--- src/rtl/debounce_sync_pkg.sv ---
// -----------------------------------------------------------------------------
// debounce_sync_pkg
//   Shared definitions for the input-conditioning blocks.
//   - dbnc_state_e : 2-bit FSM encoding used by the debouncer and any later
//                    conditioning stage that qualifies level changes.
//   - dbnc_stable_state() : maps a settled level to its STABLE_* state.
//   - dbnc_is_checking()  : true while a candidate change is being qualified.
// -----------------------------------------------------------------------------
package debounce_sync_pkg;

  localparam int DBNC_STATE_W = 2;

  typedef enum logic [DBNC_STATE_W-1:0] {
    ST_STABLE_LO = 2'b00,
    ST_CHK_HI    = 2'b01,
    ST_STABLE_HI = 2'b10,
    ST_CHK_LO    = 2'b11
  } dbnc_state_e;

  // Settled state for a given output level.
  function automatic dbnc_state_e dbnc_stable_state(input logic level);
    return level ? ST_STABLE_HI : ST_STABLE_LO;
  endfunction

  // Both CHK_* states share bit 0 = 1, but spell it out so the encoding can
  // change without breaking callers.
  function automatic logic dbnc_is_checking(input dbnc_state_e st);
    return (st == ST_CHK_HI) || (st == ST_CHK_LO);
  endfunction

endpackage : debounce_sync_pkg

--- src/rtl/debounce_sync_sync_chain.sv ---
// -----------------------------------------------------------------------------
// sync_chain
//   N-flop synchroniser bringing an asynchronous level into the clk domain.
//   One async-reset flop per stage, nothing between stages.
// Parameters
//   STAGES    : number of flops (>= 2)
//   RESET_VAL : value every stage takes while rst_n is low
// Ports
//   clk   in  rising-edge clock
//   rst_n in  asynchronous active-low reset
//   d     in  asynchronous input level
//   q     out synchronised level (last stage)
// -----------------------------------------------------------------------------
module sync_chain #(
  parameter int   STAGES    = 2,
  parameter logic RESET_VAL = 1'b0
) (
  input  logic clk,
  input  logic rst_n,
  input  logic d,
  output logic q
);

  logic [STAGES-1:0] stage_q;

  generate
    for (genvar gi = 0; gi < STAGES; gi++) begin : g_stage
      if (gi == 0) begin : g_first
        always_ff @(posedge clk or negedge rst_n) begin
          if (!rst_n) stage_q[gi] <= RESET_VAL;
          else        stage_q[gi] <= d;
        end
      end else begin : g_next
        always_ff @(posedge clk or negedge rst_n) begin
          if (!rst_n) stage_q[gi] <= RESET_VAL;
          else        stage_q[gi] <= stage_q[gi-1];
        end
      end
    end
  endgenerate

  assign q = stage_q[STAGES-1];

endmodule : sync_chain

--- src/rtl/debounce_sync.sv ---
// -----------------------------------------------------------------------------
// debounce_sync
//   Synchronises a raw asynchronous level, rejects bounce by requiring
//   STABLE_CYCLES consecutive agreeing synchronised samples, and drives a clean
//   registered level plus one-cycle rise/fall pulses.
// Parameters
//   SYNC_STAGES   : synchroniser depth (>= 2)
//   STABLE_CYCLES : consecutive samples a new level must hold (>= 2)
//   INIT_LEVEL    : reset value of synchroniser and q (0 or 1)
// Ports
//   clk   in  rising-edge clock
//   rst_n in  asynchronous active-low reset
//   d_raw in  unsynchronised input level
//   q     out debounced level
//   rise  out one-cycle pulse on the edge q goes 0->1
//   fall  out one-cycle pulse on the edge q goes 1->0
//   busy  out high while a candidate level change is being qualified
// Every output comes straight from a flop; d_raw only reaches them through
// the synchroniser and FSM registers.
// -----------------------------------------------------------------------------
module debounce_sync
  import debounce_sync_pkg::*;
#(
  parameter int SYNC_STAGES   = 2,
  parameter int STABLE_CYCLES = 4,
  parameter int INIT_LEVEL    = 0
) (
  input  logic clk,
  input  logic rst_n,
  input  logic d_raw,
  output logic q,
  output logic rise,
  output logic fall,
  output logic busy
);

  localparam int   CNT_W    = $clog2(STABLE_CYCLES) + 1;
  localparam logic INIT_BIT = (INIT_LEVEL != 0);

  localparam logic [CNT_W-1:0] CNT_ZERO = '0;
  localparam logic [CNT_W-1:0] CNT_ONE  = CNT_W'(1);
  // The qualifying sample is the STABLE_CYCLES-th one; the first was already
  // counted on entry to CHK_*, so the compare value is STABLE_CYCLES-1.
  localparam logic [CNT_W-1:0] CNT_LAST = CNT_W'(STABLE_CYCLES - 1);

  logic s;

  sync_chain #(
    .STAGES    (SYNC_STAGES),
    .RESET_VAL (INIT_BIT)
  ) u_sync (
    .clk   (clk),
    .rst_n (rst_n),
    .d     (d_raw),
    .q     (s)
  );

  dbnc_state_e      state_q, state_d;
  logic [CNT_W-1:0] cnt_q,   cnt_d;
  logic             q_q,     q_d;
  logic             rise_q,  rise_d;
  logic             fall_q,  fall_d;
  logic             busy_q,  busy_d;

  always_ff @(posedge clk or negedge rst_n) begin
    if (!rst_n) begin
      state_q <= dbnc_stable_state(INIT_BIT);
      cnt_q   <= CNT_ZERO;
      q_q     <= INIT_BIT;
      rise_q  <= 1'b0;
      fall_q  <= 1'b0;
      busy_q  <= 1'b0;
    end else begin
      state_q <= state_d;
      cnt_q   <= cnt_d;
      q_q     <= q_d;
      rise_q  <= rise_d;
      fall_q  <= fall_d;
      busy_q  <= busy_d;
    end
  end

  always_comb begin
    state_d = state_q;
    cnt_d   = cnt_q;
    q_d     = q_q;
    rise_d  = 1'b0;
    fall_d  = 1'b0;

    case (state_q)
      ST_STABLE_LO: begin
        if (s) begin
          state_d = ST_CHK_HI;
          cnt_d   = CNT_ONE;
        end else begin
          cnt_d   = CNT_ZERO;
        end
      end

      ST_CHK_HI: begin
        if (!s) begin
          // Reverted before qualifying: glitch, no pulse.
          state_d = ST_STABLE_LO;
          cnt_d   = CNT_ZERO;
        end else if (cnt_q == CNT_LAST) begin
          state_d = ST_STABLE_HI;
          q_d     = 1'b1;
          rise_d  = 1'b1;
          cnt_d   = CNT_ZERO;
        end else begin
          cnt_d   = cnt_q + CNT_ONE;
        end
      end

      ST_STABLE_HI: begin
        if (!s) begin
          state_d = ST_CHK_LO;
          cnt_d   = CNT_ONE;
        end else begin
          cnt_d   = CNT_ZERO;
        end
      end

      ST_CHK_LO: begin
        if (s) begin
          state_d = ST_STABLE_HI;
          cnt_d   = CNT_ZERO;
        end else if (cnt_q == CNT_LAST) begin
          state_d = ST_STABLE_LO;
          q_d     = 1'b0;
          fall_d  = 1'b1;
          cnt_d   = CNT_ZERO;
        end else begin
          cnt_d   = cnt_q + CNT_ONE;
        end
      end

      default: begin
        state_d = dbnc_stable_state(q_q);
        cnt_d   = CNT_ZERO;
      end
    endcase

    // Registered busy tracks the state being entered so it lines up with it.
    busy_d = dbnc_is_checking(state_d);
  end

  assign q    = q_q;
  assign rise = rise_q;
  assign fall = fall_q;
  assign busy = busy_q;

endmodule : debounce_sync

--- config.mk ---
export PLATFORM = sky130hd
export DESIGN_NAME = debounce_sync
export DESIGN_NICKNAME = d
export VERILOG_FILES = /design/src/rtl/debounce_sync_pkg.sv /design/src/rtl/debounce_sync_sync_chain.sv /design/src/rtl/debounce_sync.sv
export SDC_FILE = /design/constraint.sdc
export NUM_CORES = 1
export LEC_CHECK = 0
export CAP_MARGIN = 25
export CORE_MARGIN = 5
export CORE_UTILIZATION = 25
export CTS_CLUSTER_DIAMETER = 80
export DETAILED_ROUTE_END_ITERATION = 16
export GPL_TIMING_DRIVEN = 0
export SLEW_MARGIN = 10
export SYNTH_ARGS = -nofsm -noshare
export SYNTH_HDL_FRONTEND = slang
export SYNTH_HIERARCHICAL = 1
export SYNTH_SLANG_ARGS = --single-unit
--- constraint.sdc ---
create_clock -name clk -period 3.7 [get_ports clk]
set_clock_uncertainty 0.2 [all_clocks]
set_input_delay 0.74 -clock clk [delete_from_list [all_inputs] [get_ports clk]]
set_output_delay 0.74 -clock clk [all_outputs]
set_load 0.05 [all_outputs]
==> out/metrics.csv, run 1 <==
metric,value,unit
outcome,completed,
post-place-cells,51,
detail_route.wirelength,604,um
ys.warnings.count,6,
min_period_over_period,64.5,%
count_of_flip_flops_with_a_built_in_enable_after_synthesis,0,
crit_path_max_incr_delay,0.81,ns
post_synth_instance_area,402,um2
powerDensity,678,nW/um2
netlist_top_cells_area,"dfrtp_1, and2_1, nand3b_1",
crit_chain,clkdlybuf4s50_1,
buffer_cell_driving_the_clock_tree_root,clkbuf_4,
layout.filler_cells,156,
cts-root-to-sink-buffers,2,
area_of_the_core_region,1520,um2
clk-insertion-delay-late,0.27,ns
postLayoutCoreUtil,33.4,%
routedWlPerCell,11.0,um
postSynth.asyncResetShare,100,%
post_drt_via_cell_ratio,4.25,
yosys.cell_count.top_type,dfrtp_1,
crit_fanout,3,
preCtsSetupSlack,1.61,ns
place.port_buffers,6,
synth_area_per_cell,13.8,um2
gp_congestion,0.668,
synth_largest_type_area_fraction,68.5,%
top_level_ports,7,
fp.dieW,50.1,um
place.detailed.hpwl,438,um
final_cells,55,
p_leak,0.229,nW
fin_worst_hold_slack,0.158,ns
tmin_final,2.39,ns
number_of_iterations_in_the_first_detailed_routing_pass,2,
critical_path.n_buffers_inverters,1,
max-slew-margin-rel,66.8,%
tightest_slew,0.497,ns
report.final.slew_viol_count,0,
grt_first_pass_wirelength,1110,um
post-route-drc-count,0,
drtIter0Drc,4,
yosys.area.top_type,dfrtp_1,
setup_repair_after_global_routing_missed_its_margin,no,
finalNetCount,44,
cts-buffers-inserted,3,
finalSetupViolCount,0,
dieHeight,50.1,um
num_antenna_cells,0,
grt.overflow.total,0,
synth_top_cells_by_count,"dfrtp_1, and2_1",
grt_antenna_before_repair,0,
grt_pass1_vias,258,
antenna_left,0,
fin_setup_tns,0,ns
clk_transition_reported_paths,0.07,ns
startpoint_type,flop,
finalHoldViolations,0,
max-cap-violations,0,
start_util,26.4,%
final_critical_path_setup_slack,1.31,ns
synth_fp_nets,33,
clkSinkCount,11,
die_area,2510,um2
cpMaxStageDelayCell,clkdlybuf4s50_1,
timing.critical_path.max_delay_family,buffers and inverters,
final_design_area_no_fill,509,um2
critPathCaptureType,output port,
ys_flop_type,dfrtp_1,
grt_start_max_net_pins,12,
power,0.345,mW
synth_cell_types,13,
synth.ff_latch_count,11,
number_of_hold_repair_buffers_added_at_the_cts_stage,0,
placed_cell_area,482,um2
post_synth_inst_count,29,
sequential_share_of_the_synthesized_area,68.5,%
track_usage,6.04,%
post_cts.repair.setup_buffers,0,
row_count,14,
timing.fmax,419,MHz
synthToLayoutAreaGrowth,26.8,%
cp_data_required_time,2.76,ns
timing.hold.worst.class,reg2reg,
via_count,234,
total_of_cells_resized_after_clock_tree_synthesis,0,
final_layout_size_suffix_gt1_share,12.8,%
irDropWorstVdd,0.000357,V
cts_tree,yes,
cts.htree.levels,1,
cp.arrival,1.45,ns
worst_setup_path_type,reg2out,
==> cell families (layout without fill, tap and decap cells) <==
logic type / after synthesis / count (layout) / synth area share (%)
xor gates and xnor gates: 1 / 1 / 2.18
DFF: 11 / 11 / 68.5
and+or+nand+nor: 12 / 12 / 19.9
adders and majority gates: 1 / 1 / 3.11
buffers and inverters: 1 / 11 / 0.934
AOI/OAI and AO/OA: 2 / 2 / 2.49
muxes: 1 / 1 / 2.80
==> layer usage <==
| layer | routed length [um] | track usage, % | share of wire [%] |
|---|---|---|---|
| met2 | 252 | 7.53 | 42 |
| met3 | 73 | 5.72 | 12 |
| met1 | 278 | 7.39 | 46 |
| met5 | 0 | 0 | 0 |
| met4 | 0 | 1.31 | 0 |
==> flip-flops by register name (all words and copies together), names as in the netlist <==
name	count
state_q	2
u_sync/stage_q	1
u_sync/q	1
busy	1
q	1
rise	1
cnt_q	3
fall	1
==> final timing paths <==
check | cells after the start | endpoint | startpoint | slack [ns]
min in group asynchronous | 1 | cnt_q[2] | rst_n | 0.60
setup reg to reg | 3 | state_q[1] | cnt_q[0] | 2.21
max in group asynchronous | 1 | cnt_q[1] | rst_n | 2.37
setup / recovery | 1 | q | q | 1.31
hold reg to reg | 0 | u_sync/q | u_sync/stage_q[0] | 0.16
hold / removal | 0 | u_sync/q | u_sync/stage_q[0] | 0.16
==> cell usage in the layout, fill, tap and decap left out, types with 2 or more instances in the layout <==
cell type | Yosys | final
nand2_1 | 2 | 2
o21ai_0 | 2 | 2
clkdlybuf4s50_1 | 0 | 6
nand3b_1 | 2 | 2
clkbuf_4 | 0 | 3
nor3b_1 | 2 | 2
and2_1 | 3 | 3
dfrtp_1 | 11 | 11
==> where the power goes <==
group | internal (mW) | switching [mW] | total [mW]
clock network | 0.0401 | 0.0423 | 0.0824
registers | 0.149 | 0.0180 | 0.167
logic | 0.0409 | 0.0545 | 0.0954
total | 0.230 | 0.115 | 0.345
==> worst reg2reg max path: stages, from the launching register on <==
cell	delay (ns)
dfrtp_1	0.38
ha_1	0.23
nand3b_1	0.21
mux2_1	0.35
==> layout make-up <==
class / count / area (um2) / area share (%)
Clock inverter: 1 / 5.00 / 0.983
Inverter: 1 / 3.75 / 0.737
Multi-Input combinational cell: 17 / 123 / 24.1
Timing Repair Buffer: 6 / 60.1 / 11.8
Tap cell: 16 / 20.0 / 3.93
Sequential cell: 11 / 275 / 54.1
Clock buffer: 3 / 22.5 / 4.42
Note: power is estimated with default switching activity, not from simulation.
==> run 2, diff against run 1 <==
Clock period 3.7 ns to 2.15 ns, I/O delays scaled along.
==> out/metrics.csv, run 2 (synthesis gave the netlist of run 1 again) <==
metric,value,unit,change
outcome,completed,,
finalHoldViolations,0,,unchanged
cts-buffers-inserted,3,,unchanged
cts.htree.levels,1,,unchanged
postLayoutCoreUtil,33.6,%,+0.16 points
fp.dieW,50.1,um,unchanged
synthToLayoutAreaGrowth,27.4,%,
critical_path.n_buffers_inverters,1,,unchanged
gp_congestion,0.668,,unchanged
cellInternalPower,0.396,mW,+72%
finalNetCount,44,,unchanged
p_leak,0.228,nW,-0.18%
tmin_final,2.04,ns,
top_level_ports,7,,unchanged
min_period_over_period,94.8,%,
via_count,234,,unchanged
post-route-drc-count,0,,unchanged
place.port_buffers,6,,unchanged
crit_chain,clkdlybuf4s50_1,,
max-cap-violations,0,,unchanged
cp_data_required_time,1.52,ns,-1.24 ns
start_util,26.4,%,unchanged
largest-register,cnt_q,,
cpMaxStageDelayCell,clkdlybuf4s50_1,,
timing.critical_path.max_delay_family,buffers and inverters,,
place.detailed.hpwl,438,um,unchanged
worst_hold_path_cell_count,0,,unchanged
critPathCaptureType,output port,,
total_of_cells_resized_after_clock_tree_synthesis,0,,unchanged
dieHeight,50.1,um,unchanged
setup_repair_after_global_routing_missed_its_margin,no,,
antenna_left,0,,unchanged
cp.arrival,1.41,ns,-0.04 ns
tightest_slew,0.501,ns,+0.00441 ns
detail_route.wirelength,603,um,-0.17%
startpoint_type,flop,,
worst_setup_path_type,reg2out,,
finalSetupViolCount,0,,unchanged
crit_path_max_incr_delay,0.80,ns,about the same
crit_fanout,1,,-2
fin_setup_tns,0,ns,unchanged
worst-r2r-cell-count,3,,unchanged
irDropWorstVdd,0.000614,V,+72%
grt.overflow.total,0,,unchanged
post_cts.repair.setup_buffers,0,,unchanged
grt_first_pass_wirelength,1110,um,unchanged
clk-insertion-delay-late,0.27,ns,about the same
largest_register_ffs,3,,unchanged
clk_transition_reported_paths,0.07,ns,about the same
clkSinkCount,11,,unchanged
cts-root-to-sink-buffers,2,,unchanged
timing.fmax,491,MHz,
post-place-cells,51,,unchanged
net-switching-power,0.198,mW,+72%
max-slew-margin-rel,66.5,%,-0.24 points
post_drt_via_cell_ratio,4.25,,unchanged
clkPwrFrac,23.9,%,about the same
layout.filler_cells,155,,-0.64%
routedWlPerCell,11.0,um,-0.17%
num_antenna_cells,0,,unchanged
buffer_cell_driving_the_clock_tree_root,clkbuf_4,,
power_frac_seq,48.5,%,about the same
number_of_hold_repair_buffers_added_at_the_cts_stage,0,,unchanged
comb_power_share,27.6,%,about the same
powerDensity,1160,nW/um2,+71%
grt_antenna_before_repair,0,,unchanged
switching_share,33.3,%,about the same
cts_tree,yes,,
reg.largest.list,"cnt_q: 3 flops, state_q: 2 flops",,
path_depth,1,,unchanged
area_of_the_core_region,1520,um2,unchanged
final_layout_size_suffix_gt1_share,12.8,%,unchanged
row_count,14,,unchanged
number_of_iterations_in_the_first_detailed_routing_pass,2,,unchanged
track_usage,6.04,%,unchanged
most-common-layout-cells,"dfrtp_1, clkdlybuf4s50_1, and2_1, clkbuf_4",,
drtIter0Drc,4,,unchanged
mostFrequentLayoutCell,dfrtp_1,,
grt_pass1_vias,258,,unchanged
report.final.slew_viol_count,0,,unchanged
die_area,2510,um2,unchanged
timing.hold.worst.class,reg2reg,,
grt_start_max_net_pins,12,,unchanged
final_cells,55,,unchanged
## run 2: cell types whose count changed in the layout (fill, tap and decap cells not counted)
cell | before | now
clkdlybuf4s50_1 | 6 | 5
dlymetal6s2s_1 | 0 | 1
## run 2: cell type report
type	instances	area [um2]	share of cell area (%)
sequential	11	275	53.8
multi-input combinational	17	123	24.0
timing repair buffer	6	62.6	12.2
clock buffer	3	22.5	4.40
tap	16	20.0	3.91
clock inverter	1	5.00	0.978
inverter	1	3.75	0.733
## run 2: power by group through the flow
stage               Sequential, mW  Combinational [mW]  Clock, mW
floorplan                    0.327              0.0799          0
detailed placement           0.294               0.167          0
finish                       0.288               0.164      0.142
CTS                          0.289               0.167      0.148
global placement             0.292               0.164          0
global route                 0.295               0.184      0.157
## run 2: metal layers
metal	up-vias	GRT usage, %	part of all wire, %
met2	10	7.53	42
met4	0	1.31	0
met5	-	0	0
met1	108	7.39	46
li1	116	-	-
met3	0	5.72	12
## run 2: metrics by stage
| step | power [mW] | area [um2] | hold WS, ns | setup WS, ns |
|---|---|---|---|---|
| 5_1_grt | 0.637 | 512 | 0.168 | 0.0598 |
| 2_1_floorplan | 0.407 | 402 | -0.0656 | 0.759 |
| 6_report | 0.594 | 512 | 0.158 | 0.113 |
| 4_1_cts | 0.604 | 509 | 0.163 | 0.0592 |
| 3_5_place_dp | 0.461 | 482 | 0.136 | 0.374 |
| 3_3_place_gp | 0.456 | 482 | 0.132 | 0.363 |
## run 2: path summary, 6_finish.rpt
kind                                    from         end  slack (ns)
setup reg to reg                    cnt_q[0]  state_q[1]        0.66
max in group asynchronous              rst_n    cnt_q[1]        1.13
hold / removal             u_sync/stage_q[0]    u_sync/q        0.16
setup / recovery                        rise        rise        0.11
hold reg to reg            u_sync/stage_q[0]    u_sync/q        0.16
min in group asynchronous              rst_n    cnt_q[2]        0.29
==> run 3, diff against run 2 <==
--- a/constraint.sdc
+++ b/constraint.sdc
@@ -4,2 +4,2 @@
 set_output_delay 0.43 -clock clk [all_outputs]
-set_load 0.05 [all_outputs]
+set_load 0.02 [all_outputs]
==> results of run 3 <==
Same layout as run 1 (identical final DEF). Status: completed.
Main changes from that run: setup slack after placement 1.61 ns -> 0.574 ns; setup slack after layout 1.31 ns -> 0.272 ns; register-to-register setup slack 2.21 ns -> 0.66 ns; total power 0.345 mW -> 0.567 mW; worst IR drop on VDD 0.000357 V -> 0.000579 V
